[config.mk]
export PLATFORM = sky130hd
export DESIGN_NAME = hex_seg_reader
export DESIGN_NICKNAME = d
export VERILOG_FILES = /design/src/rtl/hex_seg_pkg.sv /design/src/rtl/hex_seg_reader_stabilizer.sv /design/src/rtl/hex_seg_reader.sv
export SDC_FILE = /design/constraint.sdc
export NUM_CORES = 1
export LEC_CHECK = 0
export CAP_MARGIN = 20
export CORE_MARGIN = 2
export CORE_UTILIZATION = 56
export DETAILED_ROUTE_END_ITERATION = 8
export GPL_ROUTABILITY_DRIVEN = 0
export PLACE_DENSITY = 0.84
export SLEW_MARGIN = 25
export SYNTH_ARGS = -nofsm -noshare
export SYNTH_HDL_FRONTEND = slang
export SYNTH_SLANG_ARGS = --single-unit
[constraint.sdc]
create_clock -name Clock -period 2.85 [get_ports Clock]
set_clock_uncertainty 0.1 [all_clocks]
set_input_delay 0.855 -clock Clock [delete_from_list [all_inputs] [get_ports Clock]]
set_output_delay 0.855 -clock Clock [all_outputs]
set_load 0.02 [all_outputs]
[src/rtl/hex_seg_pkg.sv]
// rtl/hex_seg_pkg.sv - shared types, segment table and decode helper for hex_seg_reader
package hex_seg_pkg;

   typedef enum logic [1:0] {S_IDLE, S_COUNT, S_DONE} stab_state_e;
   typedef enum logic {COLLECT, HOLD} hs_state_e;

   localparam logic [6:0] SEG_TABLE [16] = '{
      7'h3F, 7'h06, 7'h5B, 7'h4F, 7'h66, 7'h6D, 7'h7D, 7'h07,
      7'h7F, 7'h6F, 7'h77, 7'h7C, 7'h39, 7'h5E, 7'h79, 7'h71
   };

   // Returns {legal, nibble}; nibble is 0 when the pattern is not in the table.
   function automatic logic [4:0] seg_to_nibble(input logic [6:0] pat);
      logic [4:0] r;
      r = 5'b0;
      for (int i = 0; i < 16; i++) begin
         if (pat == SEG_TABLE[i]) r = {1'b1, 4'(i)};
      end
      return r;
   endfunction

endpackage

[src/rtl/hex_seg_reader_stabilizer.sv]
// rtl/hex_seg_reader_stabilizer.sv - per-sample stability FSM producing a capture strobe
module seg_stabilizer
   import hex_seg_pkg::*;
#(
   parameter int NUM_DIGITS    = 2,
   parameter int STABLE_CYCLES = 4
) (
   input  logic                  clk,
   input  logic                  rst,
   input  logic [6:0]            pat,
   input  logic [NUM_DIGITS-1:0] sel,
   output logic                  cap,
   output logic [6:0]            cap_pat,
   output logic [NUM_DIGITS-1:0] cap_sel
);

   stab_state_e           state_q, state_d;
   logic [6:0]            pat_q, pat_d;
   logic [NUM_DIGITS-1:0] sel_q, sel_d;
   logic [7:0]            cnt_q, cnt_d;
   logic                  one_hot;
   logic                  changed;
   logic                  start;

   // Whenever cap fires the live inputs equal the stored ones (or are about to be stored).
   assign cap_pat = pat;
   assign cap_sel = sel;

   always_comb begin
      state_d = state_q;
      pat_d   = pat_q;
      sel_d   = sel_q;
      cnt_d   = cnt_q;
      cap     = 1'b0;
      start   = 1'b0;
      one_hot = $onehot(sel);
      changed = (pat != pat_q) || (sel != sel_q);

      case (state_q)
         S_IDLE: begin
            if (one_hot) start = 1'b1;
         end
         S_COUNT: begin
            if (!one_hot) begin
               state_d = S_IDLE;
            end else if (changed) begin
               start = 1'b1;
            end else begin
               cnt_d = cnt_q + 8'd1;
               if (cnt_d == 8'(STABLE_CYCLES)) begin
                  cap     = 1'b1;
                  state_d = S_DONE;
               end
            end
         end
         S_DONE: begin
            if (!one_hot) state_d = S_IDLE;
            else if (changed) start = 1'b1;
         end
         default: state_d = S_IDLE;
      endcase

      // A fresh sample counts as the first of the run; with a threshold of 1 it captures at once.
      if (start) begin
         pat_d = pat;
         sel_d = sel;
         cnt_d = 8'd1;
         if (STABLE_CYCLES == 1) begin
            cap     = 1'b1;
            state_d = S_DONE;
         end else begin
            state_d = S_COUNT;
         end
      end
   end

   always_ff @(posedge clk) begin
      if (rst) begin
         state_q <= S_IDLE;
         pat_q   <= '0;
         sel_q   <= '0;
         cnt_q   <= '0;
      end else begin
         state_q <= state_d;
         pat_q   <= pat_d;
         sel_q   <= sel_d;
         cnt_q   <= cnt_d;
      end
   end

endmodule

[src/rtl/hex_seg_reader.sv]
// rtl/hex_seg_reader.sv - recovers hex digits from a multiplexed 7-segment bus with Valid/Ack output
module hex_seg_reader
   import hex_seg_pkg::*;
#(
   parameter int NUM_DIGITS     = 2,
   parameter int STABLE_CYCLES  = 4,
   parameter bit SEG_ACTIVE_LOW = 1'b1
) (
   input  logic                    Clock,
   input  logic                    Reset,
   input  logic [6:0]              Seg,
   input  logic [NUM_DIGITS-1:0]   Sel,
   input  logic                    Ack,
   output logic [4*NUM_DIGITS-1:0] Value,
   output logic                    Valid,
   output logic                    Error,
   output logic [NUM_DIGITS-1:0]   ErrDigit
);

   logic [6:0]              pat;
   logic                    cap;
   logic [6:0]              cap_pat;
   logic [NUM_DIGITS-1:0]   cap_sel;
   logic [4:0]              dec;

   hs_state_e               hs_q, hs_d;
   logic [4*NUM_DIGITS-1:0] digits_q, digits_d;
   logic [4*NUM_DIGITS-1:0] value_q, value_d;
   logic [NUM_DIGITS-1:0]   captured_q, captured_d;
   logic                    error_q, error_d;
   logic [NUM_DIGITS-1:0]   err_digit_q, err_digit_d;

   assign pat = SEG_ACTIVE_LOW ? ~Seg : Seg;

   seg_stabilizer #(
      .NUM_DIGITS    (NUM_DIGITS),
      .STABLE_CYCLES (STABLE_CYCLES)
   ) u_stab (
      .clk     (Clock),
      .rst     (Reset),
      .pat     (pat),
      .sel     (Sel),
      .cap     (cap),
      .cap_pat (cap_pat),
      .cap_sel (cap_sel)
   );

   assign dec = seg_to_nibble(cap_pat);

   always_comb begin
      hs_d        = hs_q;
      digits_d    = digits_q;
      value_d     = value_q;
      captured_d  = captured_q;
      error_d     = error_q;
      err_digit_d = err_digit_q;

      if (hs_q == HOLD && Ack) begin
         captured_d = '0;
         hs_d       = COLLECT;
      end else if (hs_q == COLLECT && (&captured_q)) begin
         value_d = digits_q;
         hs_d    = HOLD;
      end

      // Applied after the Ack clear so a same-cycle capture keeps its captured bit.
      if (cap) begin
         for (int i = 0; i < NUM_DIGITS; i++) begin
            if (cap_sel[i]) begin
               if (dec[4]) begin
                  digits_d[4*i +: 4] = dec[3:0];
                  captured_d[i]      = 1'b1;
               end else begin
                  error_d        = 1'b1;
                  err_digit_d[i] = 1'b1;
               end
            end
         end
      end
   end

   always_ff @(posedge Clock) begin
      if (Reset) begin
         hs_q        <= COLLECT;
         digits_q    <= '0;
         value_q     <= '0;
         captured_q  <= '0;
         error_q     <= 1'b0;
         err_digit_q <= '0;
      end else begin
         hs_q        <= hs_d;
         digits_q    <= digits_d;
         value_q     <= value_d;
         captured_q  <= captured_d;
         error_q     <= error_d;
         err_digit_q <= err_digit_d;
      end
   end

   assign Value    = value_q;
   assign Valid    = (hs_q == HOLD);
   assign Error    = error_q;
   assign ErrDigit = err_digit_q;

endmodule

* Word-level counts from Yosys, hierarchy flattened *
Cells that the tools add are included.

operators by class
  bitwise operators = 6
  reduce and logical (&&, ||, !) cells = 19
  eq/ne operators = 30
  $add $sub $neg = 2
  muxes and demuxes = 44

operators by type and width
  operator             number
  $eq 7x7->1 const B   12
  $mux 5               16
  $mux 1               20
  $reduce_and 3->1     6
  $eq 7x3->1 const B   2
  $eq 7x6->1 const B   2
  $mux 2               6
  $ne 3x3->1 const B   3
  $add 8x1->8 const B  1
  $eq 8x3->1 const B   1
  $ne 4x4->1 const B   2
  $reduce_and 4->1     2
  $ne 7x7->1           1
  $not 7->7            1
  $pmux 2 s3           1
  $reduce_or 2->1      3
  $not 1->1            5
  $eq 2x1->1 const B   2
  $ne 2x2->1 const B   2
  $reduce_and 2->1     2
  $reduce_bool 2->1    2
  $add 1x1->2          1
  $eq 2x2->1 const B   1
  $logic_and 1x1->1    2
  other kinds (5)      5

word-level totals
  output and inout bits = 12
  register bits = 41
  word-level logic and storage cells = 115

* Depth between registers and ports, before layout *
Gate-level depths: netlist of run 1.

  depth after elaboration = 22
  depth in mapped cells = 8
  depth with buffers taken out = 7

* By module *
From an unflattened synthesis of run 1, not the netlist that was laid out.

second synthesis, totals
  cells, all modules = 306
  area, all modules = 2,666.3 µm²

by module, submodules not included
  module          instances  area an instance (µm²)  cells an instance
  seg_stabilizer  1          1,353.8                 149
  hex_seg_reader  1          1,312.5                 157

* Worst setup path after synthesis of run 1 *
No wires, ideal clock.

  kind = input to register
  start point = in Seg[4]
  end point = reg u_stab.cnt_q[7]
  path buffers = 2
  arrival = 2,306 ps
  cell stages on the path = 7
  path slack = 373 ps
  cell sequence = buf_4 > xnor2_1 > nor4_4 > nand4_2 > buf_2 > or3_1 > a21oi_1

between the ends
  cells in the longest elaborated chain, start to end = 7

RTL lines
  item                       RTL line                                                          text
  start, declared            hex_seg_reader.sv:11                                              input logic [6:0] Seg,
  $not 7->7 *                hex_seg_reader.sv:33                                              assign pat = SEG_ACTIVE_LOW ? ~Seg : Seg;
  $ne 7x7->1 *               hex_seg_reader_stabilizer.sv:37                                   changed = (pat != pat_q) || (sel != sel_q);
  $logic_or 1x1->1 *         hex_seg_reader_stabilizer.sv:37
  $mux 1                     hex_seg_reader_stabilizer.sv:46, hex_seg_reader_stabilizer.sv:58
  $mux 1                     hex_seg_reader_stabilizer.sv:57                                   if (!one_hot) state_d = S_IDLE;
  $pmux 1 s2                 hex_seg_reader_stabilizer.sv:39                                   case (state_q)
  $reduce_or 2->1 (no line)  -
  end signal, assigned       hex_seg_reader_stabilizer.sv:87                                   cnt_q <= cnt_d;
  end, declared              hex_seg_reader_stabilizer.sv:20                                   logic [7:0] cnt_q, cnt_d;

Every way passes the cells marked *; elsewhere a longest branch is shown, timed or not.
A chain may end at the register's enable or synchronous reset.

* Worst setup path after layout of run 1 *
  start point = in Seg[5]
  end point = reg digits_q[4]

between the ends
  cells in the longest elaborated chain, start to end = 19

RTL lines
  item                        RTL line              text
  $not 7->7 *                 hex_seg_reader.sv:33
  $eq 7x6->1                  hex_seg_pkg.sv:17     if (pat == SEG_TABLE[i]) r = {1'b1, 4'(i)};
  $mux 5 (16 in series)       hex_seg_pkg.sv:17
  $reduce_and 3->1 (no line)  -
  end signal, assigned        hex_seg_reader.sv:92  digits_q <= digits_d;
  end, declared               hex_seg_reader.sv:27  logic [4*NUM_DIGITS-1:0] digits_q, digits_d;

Marked as above.

==> results.ini, run 1 <==
[logic_synthesis]
synth_compound_area_share_pct = 18.9
netlist_instances = 263
synth-adder-area-share_pct = 2.79
ys.flop_type = dfxtp_1
synth_cell_types = 56
synthArstFlopShare_pct = 0
yosys.area_share.simple_pct = 25.0
yosysSeqAreaShare_pct = 36.6
synth-warning-count = 0
synth.net_count = 280
synthMuxAreaShare_pct = 6.75
synth_top_family_by_area = simple AND/OR/NAND/NOR gates
synth_edf_count = 0
synth_xor_xnor_area_share_pct = 5.08
syn-mean-instance-area_um2 = 8.53
netlist_area_um2 = 2240
synth.ff_latch_count = 41

[pwr]
p_sw_share_pct = 27.6
p_per_area_nw_per_um2 = 421
seqPwrFrac_pct = 50.9
leakage_nw = 1.13
p_switching_mw = 0.328
p_clk_share_pct = 31.1
power.internal_mw = 0.862
total_power_mw = 1.19
ir_drop_uv = 281
pwr-share-comb_pct = 18.0

[timing]
rsz0062_at_grt = no
tns_ns = 0
slew_headroom_pct = 61.4
setup_viol = 0
period_needed_ns = 2.65
hold_viol = 0
whs_ns = 0.370
fmax_mhz = 377
report.final.slew_viol_count = 0
worstMarginPinSlew_ns = 0.577
fin_crit_sh_pct = 93.0

[cts]
post-cts-setup-buffers = 0
cts_sinks = 41
clock_latency_ns = 0.30
hold_buffers = 0
cts_buffers = 5
cts_root_buf = clkbuf_8
cts.reportedPaths.clkPinSlew_ns = 0.08
cts.htree.levels = 2
cts_resized = 0
clock_path_buffers = 2
cts_tree = built

[layout]
final_core_util_pct = 72.3
n_antenna_cell = 0
final_common_cell = dfxtp_1
area_growth_pct = 26.1
fin_nets = 330
drive_gt1_share_pct = 17.5
final_cell_area_um2 = 2830
final_cell_mix = dfxtp_1, buf_4, nor2_1

[die]
rows = 23
die_w_um = 67.3
initial_utilization_pct = 57.3
core_area_um2 = 3910
fp.dieH_um = 67.3
io_pins = 24
die_area_um2 = 4530

[grt]
grt_start_max_net_pins = 25
first_global_vias = 1937
antenna_found_initial = 0
grt_usage_pct = 24.0
grt_first_pass_wirelength_um = 8410
overflow = 0

[route]
drt-vias-per-instance = 5.74
ant_nets = 0
routed_wl_um = 4960
vias = 2089
dr.first_iter.drc_count = 88
drt-wirelength-per-cell_um = 13.6
drc = 0
drt-pass1-iter-count = 4

[setup_path]
r2r_slack_ns = 0.51
r2r_end = digits_q[0]
cp.arrival_ns = 2.78
criticalPathCategory = in -> reg
cp-start-kind = primary input
rr_worst_depth = 6
rr_startpoint = u_stab.cnt_q[0]
cp.required_ns = 2.97
cp_max_fo = 9
critPathCaptureType = flip-flop

[place]
dpl_cell_area_um2 = 2740
place_hpwl_um = 3820
place.port_buffers = 23

[hold_path]
hp-class = reg -> reg
holdPathEnd = digits_q[2]
holdPathStages = 2
holdCritStartpoint = digits_q[2]

[flow_run]
maxCapViolCount = 0

[status]
status = completed

cells in the mapped netlist, types with 4 or more instances:
| cell type | number | area (um^2) |
|---|---|---|
| or3_1 | 8 | 50.1 |
| o21ai_0 | 11 | 55.1 |
| o211ai_1 | 4 | 30.0 |
| mux2i_1 | 14 | 140 |
| nand2_1 | 17 | 63.8 |
| nand4_1 | 4 | 25.0 |
| xnor2_1 | 8 | 70.1 |
| nor3_1 | 5 | 25.0 |
| ha_1 | 5 | 62.6 |
| buf_2 | 5 | 25.0 |
| dfxtp_1 | 41 | 821 |
| a21oi_1 | 17 | 85.1 |
| nor2_1 | 25 | 93.8 |
| a211oi_1 | 7 | 52.6 |
| xor2_1 | 5 | 43.8 |
| clkbuf_1 | 10 | 37.5 |
| nand2b_1 | 5 | 31.3 |
| nand3_1 | 8 | 40.0 |
| inv_1 | 6 | 22.5 |
layer usage:
metal	vias up	share of wire, %	wire (um)	global-route usage, %
met2	34	50	2480	44.6
met3	8	2.7	135	4.17
met5	-	0	0	0
met1	985	46	2270	27.8
li1	1062	-	-	-
met4	0	1.6	77	7.40
kinds of logic after synthesis:
family | after synthesis
simple gates | 100
compound gates | 64
flops | 41
buf+inv | 25
mux | 15
xor+xnor | 13
fa+ha+maj | 5
sequential cells by signal (all words and copies together) (netlist names):
name and cells:
ErrDigit 2, Error 1, Valid 1, Value 8, captured_q 2, digits_q 8
u_stab.cnt_q 8, u_stab.pat_q 7, u_stab.sel_q 2, u_stab.state_q 2
how the worst max path moves through the flow:
stage	start	end	cells after the start
global route	Seg[5]	digits_q[4]	9
CTS	Seg[4]	digits_q[4]	9
detailed placement	Seg[4]	digits_q[4]	9
global placement	Seg[4]	digits_q[5]	9
floorplan	Seg[4]	u_stab.cnt_q[7]	7
finish	Seg[5]	digits_q[4]	9
per-stage QoR:
step | std cells | setup slack (ns)
after CTS | 364 | 0.199
after detailed placement | 356 | -0.107
after floorplan | 263 | 0.373
final | 364 | 0.198
after global placement | 356 | -0.0558
after global routing | 364 | 0.0815
final cells by class:
type / count / area (um^2)
multi-input combinational: 197 / 1310
sequential: 41 / 821
timing repair buffer: 62 / 523
fill: 300 / 1080
tap: 50 / 62.6
clock inverter: 3 / 17.5
inverter: 6 / 22.5
clock buffer: 5 / 68.8
critical path, cell delays in order:
cell	delay, ns
clkdlybuf4s50_1	0.48
buf_4	0.21
and3_1	0.19
o211ai_1	0.21
o311ai_0	0.19
buf_4	0.18
o21ai_1	0.12
buf_4	0.16
mux2i_1	0.18
power by group through the flow:
stage / registers, mW / clock network [mW] / logic [mW]
final: 0.605 / 0.370 / 0.214
after global routing: 0.608 / 0.401 / 0.235
after CTS: 0.605 / 0.374 / 0.214
after detailed placement: 0.619 / 0 / 0.212
after global placement: 0.617 / 0 / 0.207
after floorplan: 0.616 / 0 / 0.135
Note: power is estimated with default switching activity, not from simulation.
==> run 2, diff against run 1 <==
--- a/config.mk
+++ b/config.mk
@@ -6,7 +6,6 @@
 export NUM_CORES = 1
 export LEC_CHECK = 0
 export CAP_MARGIN = 20
-export CORE_MARGIN = 2
 export CORE_UTILIZATION = 56
 export DETAILED_ROUTE_END_ITERATION = 8
 export GPL_ROUTABILITY_DRIVEN = 0
==> constraint.sdc (replaced) <==
create_clock -name Clock -period 2.78 [get_ports Clock]
set_clock_uncertainty 0.1 [all_clocks]
set_input_delay 0.834 -clock Clock [delete_from_list [all_inputs] [get_ports Clock]]
set_output_delay 0.834 -clock Clock [all_outputs]
set_load 0.02 [all_outputs]
==> results.ini, run 2 (synthesized netlist as in run 1, its figures left out) <==
[status]
status = completed  ; unchanged

[setup_path]
critPathCaptureType = flip-flop  ; unchanged
criticalPathCategory = in -> reg  ; unchanged
cp.required_ns = 2.91  ; was 2.97 ns
cp-start-kind = primary input  ; unchanged
cp.arrival_ns = 2.78  ; about the same
rr_startpoint = u_stab.cnt_q[0]  ; unchanged
critPathLaunch = Seg[4]  ; was Seg[5]
cp_max_fo = 13  ; was 9

[layout]
n_antenna_cell = 0  ; unchanged
area_growth_pct = 30.9  ; was 26.1%
final_cell_area_um2 = 2940  ; was 2830 um^2
final_cell_mix = buf_4, dfxtp_1, nor2_1  ; was dfxtp_1, buf_4, nor2_1
n_fill_cell = 272  ; was 300
final_common_cell = buf_4  ; was dfxtp_1
fin_nets = 335  ; was 330
drive_gt1_share_pct = 19.1  ; was 17.5%
final_core_util_pct = 78.4  ; was 72.3%
final_cells = 367  ; was 364

[timing]
period_needed_ns = 2.65
whs_ns = 0.366  ; was 0.370 ns
hold_viol = 0  ; unchanged
worstMarginPinSlew_ns = 0.569  ; was 0.577 ns
fin_ws_ns = 0.131  ; was 0.198 ns
fmax_mhz = 378
tns_ns = 0  ; unchanged
report.final.slew_viol_count = 0  ; unchanged
setup_viol = 0  ; unchanged
fin_crit_sh_pct = 95.3
rsz0062_at_grt = yes  ; was no
slew_headroom_pct = 61.9  ; was 61.4%

[route]
drt-wirelength-per-cell_um = 14.7  ; was 13.6 um
wl_met3_um = 269  ; was 135 um
dr.first_iter.drc_count = 147  ; was 88
vias = 2158  ; was 2089
maxUsedRoutingLayer = met4  ; unchanged
wl_met2_um = 2570  ; was 2480 um
drt-vias-per-instance = 5.88  ; was 5.74
drc = 0  ; unchanged
routed_wl_um = 5380  ; was 4960 um
ant_nets = 0  ; unchanged
wl_met1_um = 2450  ; was 2270 um
drt-pass1-iter-count = 4  ; unchanged

[grt]
overflow = 0  ; unchanged
grt_first_pass_wirelength_um = 8740  ; was 8410 um
first_global_vias = 1979  ; was 1937
grt_start_max_net_pins = 25  ; unchanged
antenna_found_initial = 0  ; unchanged
grt_usage_pct = 26.5  ; was 24.0%

[place]
place.port_buffers = 23  ; unchanged
pre_cts_slack_ns = -0.202  ; was -0.107 ns
post-place-cells = 359  ; was 356
place_hpwl_um = 3730  ; was 3820 um
dpl_cell_area_um2 = 2780  ; was 2740 um^2

[cts]
cts.reportedPaths.clkPinSlew_ns = 0.08  ; about the same
cts_sinks = 41  ; unchanged
cts_root_buf = clkbuf_8  ; unchanged
clock_path_buffers = 2  ; unchanged
cts_buffers = 5  ; unchanged
cts.htree.levels = 2  ; unchanged
post-cts-setup-buffers = 0  ; unchanged
hold_buffers = 0  ; unchanged
clock_latency_ns = 0.30  ; about the same
cts_tree = built  ; unchanged

[die]
fp.dieH_um = 65.3  ; was 67.3 um
core_area_um2 = 3740  ; was 3910 um^2
initial_utilization_pct = 59.9  ; was 57.3%
rows = 22  ; was 23
die_area_um2 = 4260  ; was 4530 um^2
io_pins = 24  ; unchanged
die_w_um = 65.3  ; was 67.3 um

[pwr]
total_power_mw = 1.43  ; was 1.19 mW
p_per_area_nw_per_um2 = 488  ; was 421 nW/um^2
leakage_nw = 1.20  ; was 1.13 nW
ir_drop_uv = 366  ; was 281 uV

[flow_run]
maxCapViolCount = 0  ; unchanged

[hold_path]
hp-class = reg -> reg  ; unchanged
holdCritStartpoint = digits_q[0]  ; was digits_q[2]

==> run 2: cell types whose count changed in the layout (fill, tap and decap cells not counted), moves of 2 or more <==
cell / delta
buf_4: +4
bufinv_16: +2
clkdlybuf4s50_1: -2
clkinv_2: -2
dlymetal6s2s_1: +2
==> run 2: layout make-up <==
| type | instances | area (um^2) | area share (%) |
|---|---|---|---|
| Sequential cell | 41 | 821 | 28.0 |
| Inverter | 6 | 22.5 | 0.767 |
| Clock inverter | 3 | 68.8 | 2.34 |
| Tap cell | 48 | 60.1 | 2.05 |
| Clock buffer | 5 | 68.8 | 2.34 |
| Timing Repair Buffer | 67 | 569 | 19.4 |
| Multi-Input combinational cell | 197 | 1330 | 45.2 |
==> run 2: path summary, 6_finish.rpt <==
kind | endpoint | slack [ns] | cells past startpoint
min | digits_q[0] | 0.37 | 2
max | u_stab.cnt_q[7] | 0.13 | 6
min reg2reg | digits_q[0] | 0.37 | 2
max reg2reg | digits_q[3] | 0.45 | 7
==> run 2: routing by layer <==
metal	global-route usage, %	vias up
met2	46.0	60
met5	0	-
met1	32.8	1017
met3	5.38	12
li1	-	1069
met4	7.88	0
==> run 2: critical path, cell delays in order <==
cell and delay (ns):
clkdlybuf4s50_1 0.47, xnor2_1 0.18, nor4_4 0.48, nand4_4 0.25
or3_1 0.40, a21oi_1 0.15
==> run 2: power breakdown <==
group          internal, mW  switching (mW)
Combinational         0.107           0.123
Clock                 0.361           0.220
Sequential            0.606          0.0153
==> run 2: timing repair <==
action,in CTS,in global routing
gates resized for setup,0,6
endpoints found under the hold margin,0,0
setup endpoints to repair,0,12
==> variant: new RTL, settings of run 1 <==
`NUM_DIGITS` is set to 2 in 2 places; all go to 1.
--- a/src/rtl/hex_seg_reader_stabilizer.sv
+++ b/src/rtl/hex_seg_reader_stabilizer.sv
@@ -2,7 +2,7 @@
 module seg_stabilizer
    import hex_seg_pkg::*;
 #(
-   parameter int NUM_DIGITS    = 2,
+   parameter int NUM_DIGITS    = 1,
    parameter int STABLE_CYCLES = 4
 ) (
    input  logic                  clk,
--- a/src/rtl/hex_seg_reader.sv
+++ b/src/rtl/hex_seg_reader.sv
@@ -2,7 +2,7 @@
 module hex_seg_reader
    import hex_seg_pkg::*;
 #(
-   parameter int NUM_DIGITS     = 2,
+   parameter int NUM_DIGITS     = 1,
    parameter int STABLE_CYCLES  = 4,
    parameter bit SEG_ACTIVE_LOW = 1'b1
 ) (
Interface: changed (resized ErrDigit, Sel and Value); port bits go from 24 to 18. The function was not compared with the original's and may differ.
==> variant against run 1 <==
- worst setup slack worse by 0.11 ns
- wire length decreased by 13%
- cell area shrank 17%
- power down 27%
- worst hold slack better by 0.021 ns
- sequential cell count decreased by 12
- non-clock buffer count down 13
- synthesized area decreased by 15%
- largest power group unchanged
==> variant: results (changes against run 1) <==
Place
  – I/O Buffers: 17 (was 23)
  – Place WS: -0.2582 ns (was -0.1067 ns)

Drt
  – Met3 routed WL: 216 um (was 135 um)
  – DRT met1 WL: 1.908 mm (was 2.268 mm)
  – Routed len/inst: 13.94 um (was 13.64 um)
  – Vias: 1,771 (was 2,089)

Hold path
  – Min-Delay Endpoint: digits_q[0] (was digits_q[2])
  – Hold Startpoint: digits_q[0] (was digits_q[2])

Outcome
  – Status: completed (unchanged)

Final layout
  – Net count, final: 280 (was 330)
  – Commonest non-fill, non-tap cell in the layout: buf_4 (was dfxtp_1)

Pwr
  – Leak: 0.0009084 uW (was 0.001129 uW)
  – Worst vdd ir: 0.3005 mV (was 0.2809 mV)

Worst setup path
  – R2r endpoint: digits_q[1] (was digits_q[0])
  – CP peak stage delay: 0.53 ns (was 0.48 ns)
  – Worst-path maximum fanout: 7 (was 9)
  – R2r setup slk: 0.72 ns (was 0.51 ns)
  – Crit-path leading delay family: simple AND/OR/NAND/NOR gates (was buffers and inverters)
  – Worst setup path start: Seg[3] (was Seg[5])

CTS
  – Clk root buf: clkbuf_4 (was clkbuf_8)
  – Skew-Pair Late Insertion Delay: 0.35 ns (was 0.30 ns)
  – Clk slew on worst S/H paths: 0.10 ns (was 0.08 ns)

Global routing
  – GR Util All Layers: 23.25% (was 24.00%)
  – Grt met1 use: 28.00% (was 27.84%)
  – GR Layer Usage met2: 39.40% (was 44.55%)
  – Largest net degree at the start of global routing: 15 (was 25)
  – Met3 Usage GRT: 4.348% (was 4.167%)
  – First-pass GRT wire length: 7.307 mm (was 8.411 mm)

Synthesis
  – Post-synthesis net count: 240 (was 280)
  – XOR/XNOR Fraction of Synth Area: 7.829% (was 5.075%)
  – Distinct cells, synth: 57 (was 56)
  – Fraction of the mapped netlist area in adder cells: 4.474% (was 2.789%)
  – Compound-cell area share of the yosys netlist: 16.97% (was 18.91%)

STA
  – Fmax: 361.8 MHz (was 377.1 MHz)
  – Worst slew margin: 66.93% (was 61.42%)
[variant: cell types whose count changed after synthesis, sizes merged, moves of 5 or more]
cell | run 1 | this run
dfxtp | 41 | 29
mux2i | 14 | 5
a21oi | 17 | 10
clkbuf | 11 | 4
nand2 | 17 | 11
nand3 | 8 | 2
nor2 | 25 | 31
xnor2 | 8 | 14
o21ai | 13 | 8
[variant: worst register-to-register path: cells and delay by family (launching register included)]
| family | cells | cell delay (ns) |
|---|---|---|
| XOR/XNOR | 1 | 0.10 |
| AO/OA/AOI/OAI | 1 | 0.15 |
| flip-flops | 1 | 0.50 |
| AND/OR/NAND/NOR | 3 | 0.94 |
| adder cells (fa/ha/maj) | 1 | 0.27 |
[variant: layout make-up]
cell class | instances | area share, %
Clock buffer | 5 | 1.598
Sequential cell | 29 | 24.72
Clock inverter | 3 | 0.7459
Timing Repair Buffer | 49 | 17.58
Multi-Input combinational cell | 171 | 51.78
Inverter | 7 | 1.119
Tap cell | 46 | 2.451
[variant: metrics by stage]
stage / area (sq um) / hold slack, ns / utilization [%] / setup TNS, ns / std cells
final: 2349 / 0.3915 / 70.94 / 0 / 310
after global routing: 2349 / 0.4252 / 70.94 / -0.02820 / 310
after CTS: 2337 / 0.3905 / 70.60 / 0 / 310
after detailed placement: 2282 / 0.3767 / 68.93 / -4.719 / 302
after global placement: 2282 / 0.3639 / 68.93 / -2.948 / 302
after floorplan: 1902 / 0.3489 / - / 0 / 223
[variant: what timing repair did]
action,4_1_cts,5_1_grt
endpoints found under the setup margin,0,2
gates resized for setup,0,3
hold buffers,0,0
[variant: power by group]
group / switching, uW / internal, uW
combinational: 92.4 / 88.9
sequential: 13.6 / 420
clock: 160 / 92.7
total: 266 / 602
